<file path="config.mk">
export PLATFORM = sky130hd
export DESIGN_NAME = writeback_stage
export DESIGN_NICKNAME = d
export VERILOG_FILES = /design/src/rtl/mips_pkg.sv /design/src/rtl/load_align.sv /design/src/rtl/writeback_stage.sv
export SDC_FILE = /design/constraint.sdc
export NUM_CORES = 1
export LEC_CHECK = 0
export BUFFER_PORTS_ARGS = -buffer_cell sky130_fd_sc_hd__buf_4
export CORE_MARGIN = 3
export CORE_UTILIZATION = 25
export DETAILED_ROUTE_END_ITERATION = 8
export PLACE_DENSITY = 0.58
export SYNTH_ARGS = -nofsm -noshare
export SYNTH_HDL_FRONTEND = slang
export SYNTH_SLANG_ARGS = --single-unit
</file>
<file path="constraint.sdc">
create_clock -name clk -period 2.1 [get_ports clk]
set_input_delay 0.21 -clock clk [delete_from_list [all_inputs] [get_ports clk]]
set_output_delay 0.21 -clock clk [all_outputs]
set_load 0.01 [all_outputs]
</file>
<file path="src/rtl/mips_pkg.sv">
// Shared constants and types for the writeback stage and its load alignment helper.
// Defaults for datapath/register-index widths, load size encodings, skid states.
package mips_pkg;

  localparam int DATA_W_DEF = 32;
  localparam int REG_W_DEF  = 5;

  localparam logic [1:0] LOAD_BYTE = 2'b00;
  localparam logic [1:0] LOAD_HALF = 2'b01;
  localparam logic [1:0] LOAD_WORD = 2'b10;

  localparam logic [4:0] REG_ZERO = 5'd0;

  typedef enum logic {
    SKID_EMPTY = 1'b0,
    SKID_FULL  = 1'b1
  } skid_state_e;

endpackage

</file>
<file path="src/rtl/load_align.sv">
// Little-endian lane select and sign/zero extension of a raw load word.
// Purely combinational; no backpressure.
module load_align
  import mips_pkg::*;
(
  input  logic [31:0] load_data,
  input  logic [1:0]  load_size,
  input  logic        load_signed,
  input  logic [1:0]  addr_lo,
  output logic [31:0] load_value
);

  logic [7:0]  byte_lane;
  logic [15:0] half_lane;

  always_comb begin
    byte_lane = load_data[7:0];
    case (addr_lo)
      2'd0: byte_lane = load_data[7:0];
      2'd1: byte_lane = load_data[15:8];
      2'd2: byte_lane = load_data[23:16];
      2'd3: byte_lane = load_data[31:24];
      default: byte_lane = load_data[7:0];
    endcase

    // addr_lo[0] is ignored for halves; misaligned halves never reach here
    half_lane = addr_lo[1] ? load_data[31:16] : load_data[15:0];

    case (load_size)
      LOAD_BYTE: load_value = {{24{load_signed & byte_lane[7]}}, byte_lane};
      LOAD_HALF: load_value = {{16{load_signed & half_lane[15]}}, half_lane};
      LOAD_WORD: load_value = load_data;
      default:   load_value = load_data;
    endcase
  end

endmodule

</file>
<file path="src/rtl/writeback_stage.sv">
// Arbitrates MEM results and mul/div results onto the register-file write port; MEM always wins.
// Latency 1 cycle (registered outputs); md side uses valid/ready with a 1-entry skid, md_ready low while the skid is full.
module writeback_stage
  import mips_pkg::*;
#(
  parameter int DATA_W = DATA_W_DEF,
  parameter int REG_W  = REG_W_DEF
) (
  input  logic              clk,
  input  logic              rst,
  input  logic              mem_valid,
  input  logic [REG_W-1:0]  mem_reg,
  input  logic [DATA_W-1:0] mem_data,
  input  logic              mem_is_load,
  input  logic [31:0]       load_data,
  input  logic [1:0]        load_size,
  input  logic              load_signed,
  input  logic [1:0]        addr_lo,
  input  logic              md_valid,
  output logic              md_ready,
  input  logic [REG_W-1:0]  md_reg,
  input  logic [DATA_W-1:0] md_data,
  output logic              write_back_en,
  output logic [REG_W-1:0]  write_back_reg,
  output logic [DATA_W-1:0] write_back,
  output logic              fwd_valid,
  output logic [REG_W-1:0]  fwd_reg,
  output logic [DATA_W-1:0] fwd_data
);

  skid_state_e       state_q, state_d;
  logic [REG_W-1:0]  skid_reg_q;
  logic [DATA_W-1:0] skid_data_q;

  logic [31:0]       load_value;
  logic [DATA_W-1:0] mem_result;
  logic              md_xfer;
  logic              skid_load;

  logic              sel_vld;
  logic [REG_W-1:0]  sel_reg;
  logic [DATA_W-1:0] sel_data;

  load_align u_load_align (
    .load_data   (load_data),
    .load_size   (load_size),
    .load_signed (load_signed),
    .addr_lo     (addr_lo),
    .load_value  (load_value)
  );

  assign mem_result = mem_is_load ? load_value : mem_data;
  assign md_xfer    = md_valid && md_ready;
  // md_ready already implies an empty skid, so a transfer beside MEM parks there
  assign skid_load  = mem_valid && md_xfer;

  always_ff @(posedge clk) begin
    if (rst) begin
      state_q <= SKID_EMPTY;
    end else begin
      state_q <= state_d;
    end
  end

  always_comb begin
    state_d = state_q;
    case (state_q)
      SKID_EMPTY: if (skid_load) state_d = SKID_FULL;
      SKID_FULL:  if (!mem_valid) state_d = SKID_EMPTY;
      default:    state_d = SKID_EMPTY;
    endcase
  end

  always_comb begin
    md_ready = (state_q == SKID_EMPTY);
  end

  always_ff @(posedge clk) begin
    if (rst) begin
      skid_reg_q  <= '0;
      skid_data_q <= '0;
    end else if (skid_load) begin
      skid_reg_q  <= md_reg;
      skid_data_q <= md_data;
    end
  end

  always_comb begin
    sel_vld  = 1'b0;
    sel_reg  = mem_reg;
    sel_data = mem_result;
    if (mem_valid) begin
      sel_vld = 1'b1;
    end else if (state_q == SKID_FULL) begin
      sel_vld  = 1'b1;
      sel_reg  = skid_reg_q;
      sel_data = skid_data_q;
    end else if (md_xfer) begin
      sel_vld  = 1'b1;
      sel_reg  = md_reg;
      sel_data = md_data;
    end
  end

  // Writes to r0 are consumed but never enabled; index/data hold when idle
  always_ff @(posedge clk) begin
    if (rst) begin
      write_back_en  <= 1'b0;
      write_back_reg <= '0;
      write_back     <= '0;
    end else begin
      write_back_en <= sel_vld && (sel_reg != REG_ZERO);
      if (sel_vld) begin
        write_back_reg <= sel_reg;
        write_back     <= sel_data;
      end
    end
  end

  assign fwd_valid = write_back_en;
  assign fwd_reg   = write_back_reg;
  assign fwd_data  = write_back;

endmodule

</file>
Word-level counts from Yosys, hierarchy flattened
Cells that the tools add are included.
{ "totals": {"reg_bits": 76, "input_bits": 116, "out_inout_bits": 77} }
{ "classes": {"n_bitwise": 3, "muxes": 16, "n_reduce_logical": 6, "n_eq_ne": 4} }
{ "op_table": {"columns": ["operator", "count"], "rows": [
  ["32-bit 2-to-1 mux", 4],
  ["32-bit case mux with 2 select lines", 1],
  ["8-bit case mux with 4 select lines", 1],
  ["16-bit 2-to-1 mux", 1],
  ["5-bit 2-to-1 mux", 3],
  ["1-bit 2-to-1 mux", 5],
  ["5-bit nonzero test", 1],
  ["2-bit by 1-bit == test with 1-bit output (second input constant)", 2],
  ["2-bit == test (second input constant)", 2],
  ["2-bit logical NOT", 2],
  ["1-bit logical AND", 3],
  ["1-bit bitwise AND", 2],
  ["1-bit case mux with 2 select lines", 1],
  ["1-bit NOT", 1]
]} }

Depth between registers and ports, before layout
Gate-level depths: netlist of run 1.
{ "logic_depth": {"word_depth": 8, "depth_mapped": 7} }

By module
From an unflattened synthesis of run 1, not the netlist that was laid out.
{ "hier_totals": {"cells_unflattened": 636, "hier_area_um2": 4967.3} }
{ "by_module_without_submodules": {"columns": ["mod", "area_each_um2", "cells_per_inst", "n_inst"], "rows": [
  ["writeback_stage", 3943.8, 503, 1],
  ["load_align", 1023.5, 133, 1]
]} }

Worst setup path after synthesis of run 1
No wires, ideal clock.
{ "synth_timing": {"path_kind": "in2reg", "from": "input mem_valid", "to": "register write_back_en, in the netlist fwd_valid", "path_stages": 5, "setup_slack_ps": 583, "setup_time_ps": 133, "t_required_ps": 1967, "t_arrival_ps": 1384, "n_path_buf": 1, "path_cell_list": "buf_2 o21bai_1 a221o_1 nor4b_1 a311oi_1"} }
{ "synth_via": {"elab_chain_len": 3} }
{ "synth_lines": {"columns": ["item", "line_no", "source"], "rows": [
  ["from (decl)", "writeback_stage.sv:11", "input logic mem_valid,"],
  ["5-bit 2-to-1 mux", "writeback_stage.sv:92", "if (mem_valid) begin"],
  ["5-bit nonzero test", "writeback_stage.sv:112", "write_back_en <= sel_vld && (sel_reg != REG_ZERO);"],
  ["1-bit logical AND (*)", "writeback_stage.sv:112", null],
  ["to (signal assigned)", "writeback_stage.sv:112", null],
  ["to (decl)", "writeback_stage.sv:23", "output logic write_back_en,"]
]} }
Every way passes the cells marked *; elsewhere a longest branch is shown, timed or not.
A chain may end at the register's enable or synchronous reset.

Final worst setup path of run 1
{ "layout_timing": {"from": "register state_q", "to": "register write_back[11], in the netlist fwd_data[11]"} }
{ "layout_via": {"elab_chain_len": 5} }
{ "layout_lines": {"columns": ["item", "line_no", "source"], "rows": [
  ["from (decl)", "writeback_stage.sv:31", "skid_state_e state_q, state_d;"],
  ["from (signal assigned)", "writeback_stage.sv:61", "state_q <= state_d;"],
  ["1-bit NOT", null, null],
  ["1-bit logical AND", "writeback_stage.sv:53", "assign md_xfer = md_valid && md_ready;"],
  ["32-bit 2-to-1 mux / 1-bit 2-to-1 mux (equally long branches)", "writeback_stage.sv:98", "end else if (md_xfer) begin"],
  ["32-bit 2-to-1 mux / 1-bit 2-to-1 mux (equally long branches)", "writeback_stage.sv:94", "end else if (state_q == SKID_FULL) begin"],
  ["32-bit 2-to-1 mux / 1-bit 2-to-1 mux (equally long branches)", "writeback_stage.sv:92", null],
  ["to (signal assigned)", "writeback_stage.sv:115", "write_back <= sel_data;"],
  ["to (decl)", "writeback_stage.sv:25", "output logic [DATA_W-1:0] write_back,"]
]} }
Several ways; a longest one is shown, not always the timed one.

==> flow_summary.ini, run 1 <==
[status]
status = completed

[grt]
grt_pass1_vias = 4710
grt_overflow = 0
grt_max_degree = 45
antenna_found_initial = 0
track_usage_pct = 16.70
grt_pass1_wl_um = 26630

[cells_and_area]
antenna_cells = 0
area_delta_synth_final_pct = 36.92
final_layout_size_suffix_gt1_share_pct = 30.31
fin_nets = 883
finalNonFillerCells = 1001
fin_util_pct = 35.26
finalInstanceArea_um2 = 6399

[clock_network]
ctsRootBufferMaster = clkbuf_16
cts_buffers = 9
hold_buffers = 0
path_clk_slew_ns = 0.06
cts_tree = yes
postCtsSetupBuffers = 0
h-tree-depth = 3
clock-sinks = 76
clk_latency_ns = 0.34
cts_max_path_buffers = 2
cts-resized-gates = 0

[logic_synthesis]
syn-num-nets = 749
async_reset_ff_share_pct = 0
seq_area_frac_synth_pct = 32.56
synth_edf_count = 0
synthXorXnorAreaFrac_pct = 0
synth.avg_cell_area_um2 = 7.383
syn_area_um2 = 4673
yosys.area_share.adder_pct = 0
synth_warnings = 0
yosys.area_share.simple_pct = 24.69
synth-compound-area-share_pct = 24.52
syn_inst = 633
synth_seq_cells = 76
synthMuxAreaShare_pct = 6.774
yosysUniqueCellTypes = 43
dominantRegCellSynth = dfxtp_1
synth_top_family_by_area = simple AND/OR/NAND/NOR gates

[route]
drt_iter0_markers = 290
antenna_left = 0
via_per_inst = 4.879
drc_errors = 0
dr.pass1.iters = 5
drt_wl_total_um = 17610
vias = 4884
routedWlPerCell_um = 17.59

[timing]
max_slew_margin_pct = 66.99
fin_tns_setup_ns = 0
drv_slew = 0
setup_violations = 0
whs_ns = 0.1248
hold_viol_final = 0
fin_crit_ns = 1.771
rsz0062_at_grt = no
max_freq_mhz = 564.7
worstMarginPinSlew_ns = 0.4951
skew_ns = 0.006683
finalCritPeriodShare_pct = 84.33

[placement]
dp.cells = 985
io_buffers = 192
place_area_um2 = 6057
hpwl_um = 13570
place.gp.congestion = 0.8571

[worst_setup_path]
r2r_slack_ns = 0.33
worstPathCellList = nor2_1, a221oi_1, a221oi_1, a2111oi_0
critical_path_required_ns = 2.30
worstSetupStartpointType = flop
worstSetupEndpointType = flop
crit_buf_inv = 0
slowest_stage = dfxtp_2
cp_data_arrival_time_ns = 1.97
cp.depth = 4
worst-setup-path-type = reg2reg
crit_fanout = 18
max_stage_delay_ns = 0.51
cp_top_family = compound AO/OA/AOI/OAI gates
rr_worst_depth = 4
critPathMostFrequentCell = a221oi_1

[floorplanning]
core-area_um2 = 18150
num_rows = 49
die_h_um = 142.7
initial_core_util_pct = 25.75
die_area_um2 = 20370
dieWidth_um = 142.7
io_pins = 193

[power]
swShare_pct = 27.85
power.leakage_uw = 0.002772
clkPwrFrac_pct = 40.7
share_seq_of_total_power_pct = 36.4
p_switching_uw = 1239
ir_drop_mv = 0.3586
power.density_nw_per_um2 = 695.6
p_comb_share_pct = 22.9
p_int_uw = 3211

[worst_hold_path]
whs_path_depth = 3
hold_path.class = in2reg

[run]
max_cap_violations = 0
==> cell usage after synthesis (all sizes together), types with 11 or more instances <==
| cell | number | share of area (%) |
|---|---|---|
| a2111oi | 11 | 2.2 |
| a211oi | 11 | 1.8 |
| a21oi | 80 | 8.6 |
| buf | 53 | 7.8 |
| clkbuf | 36 | 2.9 |
| dfxtp | 76 | 33 |
| mux2i | 29 | 6.2 |
| nand2 | 112 | 9.0 |
| nand2b | 22 | 2.9 |
| nand3b | 13 | 2.1 |
| nor2 | 43 | 3.5 |
| nor2b | 17 | 2.3 |
| nor3 | 19 | 2.1 |
| o211ai | 15 | 2.4 |
| o21ai | 12 | 1.3 |
| o22ai | 28 | 3.7 |
==> stage by stage <==
step	power [uW]	setup WS [ns]
after floorplan	2222	0.5832
after global placement	2672	0.3098
after detailed placement	2678	0.2560
after CTS	4490	0.3465
after global routing	4646	0.1735
final	4451	0.3291
==> power groups by stage <==
stage	clock network, uW	logic, uW	registers [uW]
CTS	1840	1030	1620
detailed placement	0	1020	1650
global route	1880	1120	1640
global placement	0	1020	1650
finish	1810	1020	1620
floorplan	0	566	1660
==> layout make-up <==
| cell class | instances | area (um^2) |
|---|---|---|
| tap | 229 | 286.5 |
| multi-input combinational | 458 | 2619 |
| timing repair buffer | 212 | 1592 |
| inverter | 10 | 37.54 |
| clock buffer | 10 | 229.0 |
| clock inverter | 6 | 112.6 |
| fill | 1974 | 11750 |
| sequential | 76 | 1523 |
==> logic make-up after synthesis <==
| group | count (synthesis) |
|---|---|
| simple gates | 245 |
| mux | 31 |
| flops | 76 |
| buf+inv | 99 |
| compound gates | 182 |
==> worst register-to-register path, delay by kind of cell (launching register included) <==
| family | cells | cell delay, ns |
|---|---|---|
| AOI/OAI and AO/OA | 3 | 1.06 |
| DFF | 1 | 0.51 |
| and+or+nand+nor | 1 | 0.07 |
==> cell usage in the layout (no fill, tap or decap), types with 3 or more instances in the layout <==
cell,Yosys,routed
a21oi_1,80,80
o21ai_0,12,12
dfxtp_1,76,75
nor2b_1,17,16
a211oi_1,11,11
nand2b_1,22,22
a211o_1,3,3
bufinv_16,0,3
o211ai_1,15,15
a221oi_1,8,8
inv_1,9,9
a21o_1,3,3
mux2i_1,29,29
o22ai_1,28,28
and2_1,6,6
nand2_1,112,112
clkinvlp_4,0,3
a2111oi_0,6,6
nand4_1,4,4
nor3_1,18,18
nor2_1,43,43
nand3b_1,13,13
buf_4,38,212
clkbuf_16,0,9
o21a_1,4,4
a2111oi_1,5,5
==> path summary, 6_finish.rpt <==
path / end / start
worst max-delay path: fwd_data[11] / state_q
worst min-delay path: skid_data_q[16] / md_data[16]
worst max register to register: fwd_data[11] / state_q
worst min register to register: skid_reg_q[0] / skid_reg_q[0]
==> routing by layer <==
| layer | up-vias | global-route usage (%) | share of wire [%] |
|---|---|---|---|
| li1 | 2453 | - | - |
| met1 | 2267 | 23.17 | 46 |
| met2 | 149 | 25.99 | 45 |
| met3 | 15 | 4.655 | 7.5 |
| met4 | 0 | 3.502 | 1.3 |
| met5 | - | 0 | 0 |
(Power assumes the default switching activity.)
==> inputs of run 2 (changes only) <==
--- a/config.mk
+++ b/config.mk
@@ -9,7 +9,7 @@
 export CORE_MARGIN = 3
 export CORE_UTILIZATION = 25
 export DETAILED_ROUTE_END_ITERATION = 8
-export PLACE_DENSITY = 0.58
+export PLACE_DENSITY = 0.6
 export SYNTH_ARGS = -nofsm -noshare
 export SYNTH_HDL_FRONTEND = slang
 export SYNTH_SLANG_ARGS = --single-unit
==> constraint.sdc (replaced) <==
create_clock -name clk -period 1.6 [get_ports clk]
set_input_delay 0.16 -clock clk [delete_from_list [all_inputs] [get_ports clk]]
set_output_delay 0.16 -clock clk [all_outputs]
set_load 0.01 [all_outputs]
==> run 2 against run 1 <==
Compared with the run above: fmax rose by 18%; sequential power rose by 31%; critical path depth did not move; non-clock buffer count up 19; routed wire length is 1.0% higher; combinational power is 38% higher; via count is 3.5% higher; first-iteration DRC count grew 10%; clock power about the same; power is 21% higher; critical path type unchanged; largest cell class unchanged.
==> flow_summary.ini, run 2 (same netlist as run 1, synthesis figures left out) <==
[timing]
max_freq_mhz = 664.5
setup_violations = 0
skew_ns = 0.003682
finalCritPeriodShare_pct = 94.06
finalWorstSetupSlack_ns = 0.09510
max_slew_margin_pct = 66.49
drv_slew = 0
whs_ns = 0.07619
hold_viol_final = 0
fin_crit_ns = 1.505
worstMarginPinSlew_ns = 0.5026

[cells_and_area]
final_common_cell = buf_4
finalNonFillerCells = 1018
final_layout_size_suffix_gt1_share_pct = 32.32
area_delta_synth_final_pct = 39.54
fillers = 1956
antenna_cells = 0
final_cell_mix = buf_4, nand2_1, a21oi_1
fin_nets = 902
finalInstanceArea_um2 = 6521

[placement]
hpwl_um = 13670
pre_cts_slack_ns = -0.1032
place_area_um2 = 6237
io_buffers = 192
place.gp.congestion = 0.8776
dp.cells = 1004

[worst_setup_path]
max_stage_delay_ns = 0.44
worstSetupEndpointType = flop
worstSetupStartpointType = flop
crit_buf_inv = 0
slowest_stage = dfxtp_4
crit_fanout = 14
critical_path_required_ns = 1.81
worst-setup-path-type = reg2reg
worstPathCellList = o21bai_2, a221o_1, nor4b_1, a311oi_1
cp_data_arrival_time_ns = 1.72
cp_top_family = compound AO/OA/AOI/OAI gates

[grt]
antenna_found_initial = 0
use_met3_pct = 4.722
met1_usage_pct = 24.34
gr-usage-met2_pct = 26.56
grt_busiest_layer = met2
grt_pass1_vias = 4742
grt_pass1_wl_um = 27030
track_usage_pct = 17.17
grt_overflow = 0
grt_max_degree = 31

[route]
vias = 5057
routedWlPerCell_um = 17.48
drt_iter0_markers = 320
drt_wl_total_um = 17790
antenna_left = 0
drc_errors = 0
via_per_inst = 4.968
dr.pass1.iters = 5

[run]
max_cap_violations = 0

[floorplanning]
initial_core_util_pct = 25.75
die_h_um = 142.7
core-area_um2 = 18150
dieWidth_um = 142.7
num_rows = 49
io_pins = 193
die_area_um2 = 20370

[power]
ir_drop_mv = 0.5138
power.density_nw_per_um2 = 824.9
p_total_uw = 5379
power.leakage_uw = 0.002856

[clock_network]
cts_tree = yes
hold_buffers = 0
clk_latency_ns = 0.34
clock-sinks = 76
h-tree-depth = 3
postCtsSetupBuffers = 0
path_clk_slew_ns = 0.06
cts_max_path_buffers = 2
ctsRootBufferMaster = clkbuf_16
cts_buffers = 9

[status]
status = completed

[worst_hold_path]
hold_path.class = in2reg
run 2: cell types whose count changed in the layout (fill, tap and decap cells not counted), sizes merged:
cell	change
clkbuf	+1
buf	+19
clkinvlp	-3
clkinv	+3
bufinv	-3
run 2: worst paths after layout:
path	startpoint	to	slack, ns	cells past startpoint
worst min-delay path	md_data[13]	skid_data_q[13]	0.08	3
worst max register to register	state_q	fwd_valid	0.1	4
worst min register to register	skid_data_q[25]	skid_data_q[25]	0.45	2
worst max-delay path	state_q	fwd_valid	0.1	4
run 2: layout make-up:
type	instances	area, um^2	area share (%)
sequential	76	1525	23.39
clock buffer	11	242.7	3.722
inverter	10	37.54	0.5756
timing repair buffer	231	1772	27.17
clock inverter	3	15.01	0.2302
tap	229	286.5	4.394
multi-input combinational	458	2643	40.52
run 2: per-layer routing:
metal  share of wire, %  up-vias  wire [um]
li1                   -     2489          -
met1                 46     2362       8185
met2                 45      199       8034
met3                8.1        7       1446
met4               0.71        0        127
met5                  0        -          0
run 2: worst min-delay path: cells and delay by family:
kind | cells | cell delay (ns)
buf+inv | 1 | 0.11
compound gates | 1 | 0.05
simple gates | 1 | 0.04
run 2: where the power goes:
group          switching (uW)  internal, uW  total, uW
logic                     698           712       1410
registers                 105          2020       2130
clock network             775          1070       1840
run 2: per-stage QoR:
step	util, %	TNS (ns)
6_report	35.93	0
2_1_floorplan	-	0
3_5_place_dp	34.37	-0.5665
3_3_place_gp	34.37	-0.3044
5_1_grt	35.93	-0.001085
4_1_cts	35.80	0
run 2: repair_timing:
| item | in CTS | in global routing |
|---|---|---|
| hold endpoints to repair | 0 | 0 |
| resized for setup | 1 | 5 |
| endpoints found under the setup margin | 2 | 3 |
| gates cloned | 0 | 0 |
==> inputs of run 3 (changes only) <==
--- a/config.mk
+++ b/config.mk
@@ -9,6 +9,7 @@
 export CORE_MARGIN = 3
 export CORE_UTILIZATION = 25
 export DETAILED_ROUTE_END_ITERATION = 8
+export GPL_TIMING_DRIVEN = 0
 export PLACE_DENSITY = 0.6
 export SYNTH_ARGS = -nofsm -noshare
 export SYNTH_HDL_FRONTEND = slang
==> run 3 against run 2 <==
Compared with the run above: die area unchanged; cell area up 4.7%; routed wire length rose by 6.4%; core utilization increased by 1.7 points; sequential share of layout area shrank 1.1 points; critical path type unchanged; non-clock buffer count grew 47; worst setup slack got worse by 0.021 ns; clock skew grew 0.0014 ns; clock power increased by 23%.
==> flow_summary.ini, run 3 (same netlist as run 1, synthesis figures left out) <==
[route]
antenna_left = 0
drt_iter0_markers = 402
drc_errors = 0
routedWlPerCell_um = 17.74
vias = 5246
via_per_inst = 4.917
drt_wl_total_um = 18930
dr.pass1.iters = 5

[worst_setup_path]
worstSetupEndpointType = flop
worstSetupStartpointType = flop
cp.depth = 5
crit_buf_inv = 1
worstPathCellList = buf_6, nor2_1, a221oi_2, a221oi_1, a2111oi_2
crit_fanout = 10
critical_path_required_ns = 1.84
cp_top_family = compound AO/OA/AOI/OAI gates
cp_data_arrival_time_ns = 1.77
rr_worst_depth = 5
max_stage_delay_ns = 0.39
slowest_stage = dfxtp_2
worst-setup-path-type = reg2reg

[clock_network]
clk_latency_ns = 0.35
h-tree-depth = 3
path_clk_slew_ns = 0.06
cts_tree = yes
postCtsSetupBuffers = 0
cts_buffers = 9
ctsRootBufferMaster = clkbuf_16
cts_max_path_buffers = 2
clock-sinks = 76

[timing]
rsz0062_at_grt = yes
drv_slew = 0
finalCritPeriodShare_pct = 95.39
hold_viol_final = 0
fin_crit_ns = 1.526
max_freq_mhz = 655.2
setup_violations = 0
worstMarginPinSlew_ns = 0.7240
skew_ns = 0.005080
max_slew_margin_pct = 51.73
finalWorstSetupSlack_ns = 0.07369

[cells_and_area]
fin_nets = 949
finalNonFillerCells = 1067
final_cell_mix = buf_4, nand2_1, a21oi_1
final_layout_size_suffix_gt1_share_pct = 34.84
fin_util_pct = 37.62
antenna_cells = 0
area_delta_synth_final_pct = 46.08
fillers = 1964
final_common_cell = buf_4

[placement]
io_buffers = 191
dp.cells = 1053
hpwl_um = 14860
pre_cts_slack_ns = -0.4787
place.gp.congestion = 0.9231

[run]
max_cap_violations = 0

[floorplanning]
dieWidth_um = 142.7
num_rows = 49
die_area_um2 = 20370
io_pins = 193
initial_core_util_pct = 25.75
core-area_um2 = 18150
die_h_um = 142.7

[grt]
gr-usage-met2_pct = 28.34
grt_pass1_wl_um = 28560
antenna_found_initial = 0
track_usage_pct = 18.12
grt_pass1_vias = 5081
grt_overflow = 0
use_met3_pct = 4.287
grt_max_degree = 14
met1_usage_pct = 25.08
grt_busiest_layer = met2

[status]
status = completed

[worst_hold_path]
hold_path.class = in2reg
whs_path_depth = 3

[power]
power.leakage_uw = 0.003036
power.density_nw_per_um2 = 864.9
p_total_uw = 5904
ir_drop_mv = 0.4613
-- run 3: cell count changes in the layout (fill, tap and decap cells not counted), sizes merged --
| cell | delta |
|---|---|
| buf | +14 |
| clkbuf | +32 |
| bufinv | +2 |
| clkinv | -1 |
| inv | +1 |
| clkinvlp | +1 |
-- run 3: timing repair --
action | 4_1_cts | 5_1_grt
endpoints found under the hold margin | 0 | 0
resized for setup | 22 | 31
hold buffers | 0 | 0
setup endpoints to repair | 71 | 61
cloned | 0 | 0
pin swaps | 0 | 5
-- run 3: metrics by stage --
| step | setup TNS [ns] | hold WS, ns | instance area [um^2] |
|---|---|---|---|
| after floorplan | 0 | 0.2960 | 4673 |
| after global placement | -21.65 | 0.4211 | 6394 |
| after detailed placement | -23.82 | 0.4278 | 6394 |
| after CTS | 0 | 0.06141 | 6768 |
| after global routing | -0.1744 | 0.07695 | 6827 |
| final | 0 | 0.06877 | 6827 |
-- run 3: cell type report --
cell class              count  area (um^2)  area share [%]
plain buffers              87        529.3           7.753
clock buffers              10        239.0           3.501
clock inverters             6        86.33           1.265
inverters                  10        37.54          0.5499
multi-input cells         458         2691           39.42
flip-flops and latches     76         1523           22.31
well taps                 229        286.5           4.197
repair buffers            191         1434           21.00
-- run 3: metal layers --
layer  vias to the layer above  wire length [um]
li1                       2597                 -
met1                      2463              8860
met2                       169              8595
met3                        17              1223
met4                         0               248
met5                         -                 0
-- run 3: where the power goes --
group          internal, uW  total, uW  switching (uW)  leakage [uW]
sequential             2020       2120             101      0.000626
combinational           778       1510             733       0.00225
clock                  1410       2270             861      0.000159
-- run 3: path summary, 6_finish.rpt --
check                    endpoint  slack, ns      startpoint
setup / recovery     fwd_data[31]       0.07         state_q
hold / removal    skid_data_q[20]       0.07     md_data[20]
setup reg to reg     fwd_data[31]       0.07         state_q
hold reg to reg    skid_data_q[8]       0.45  skid_data_q[8]
-- run 3: worst min-delay path, cell delays in order --
cell     delay [ns]
buf_4          0.11
nand2_1        0.05
a21oi_1        0.05
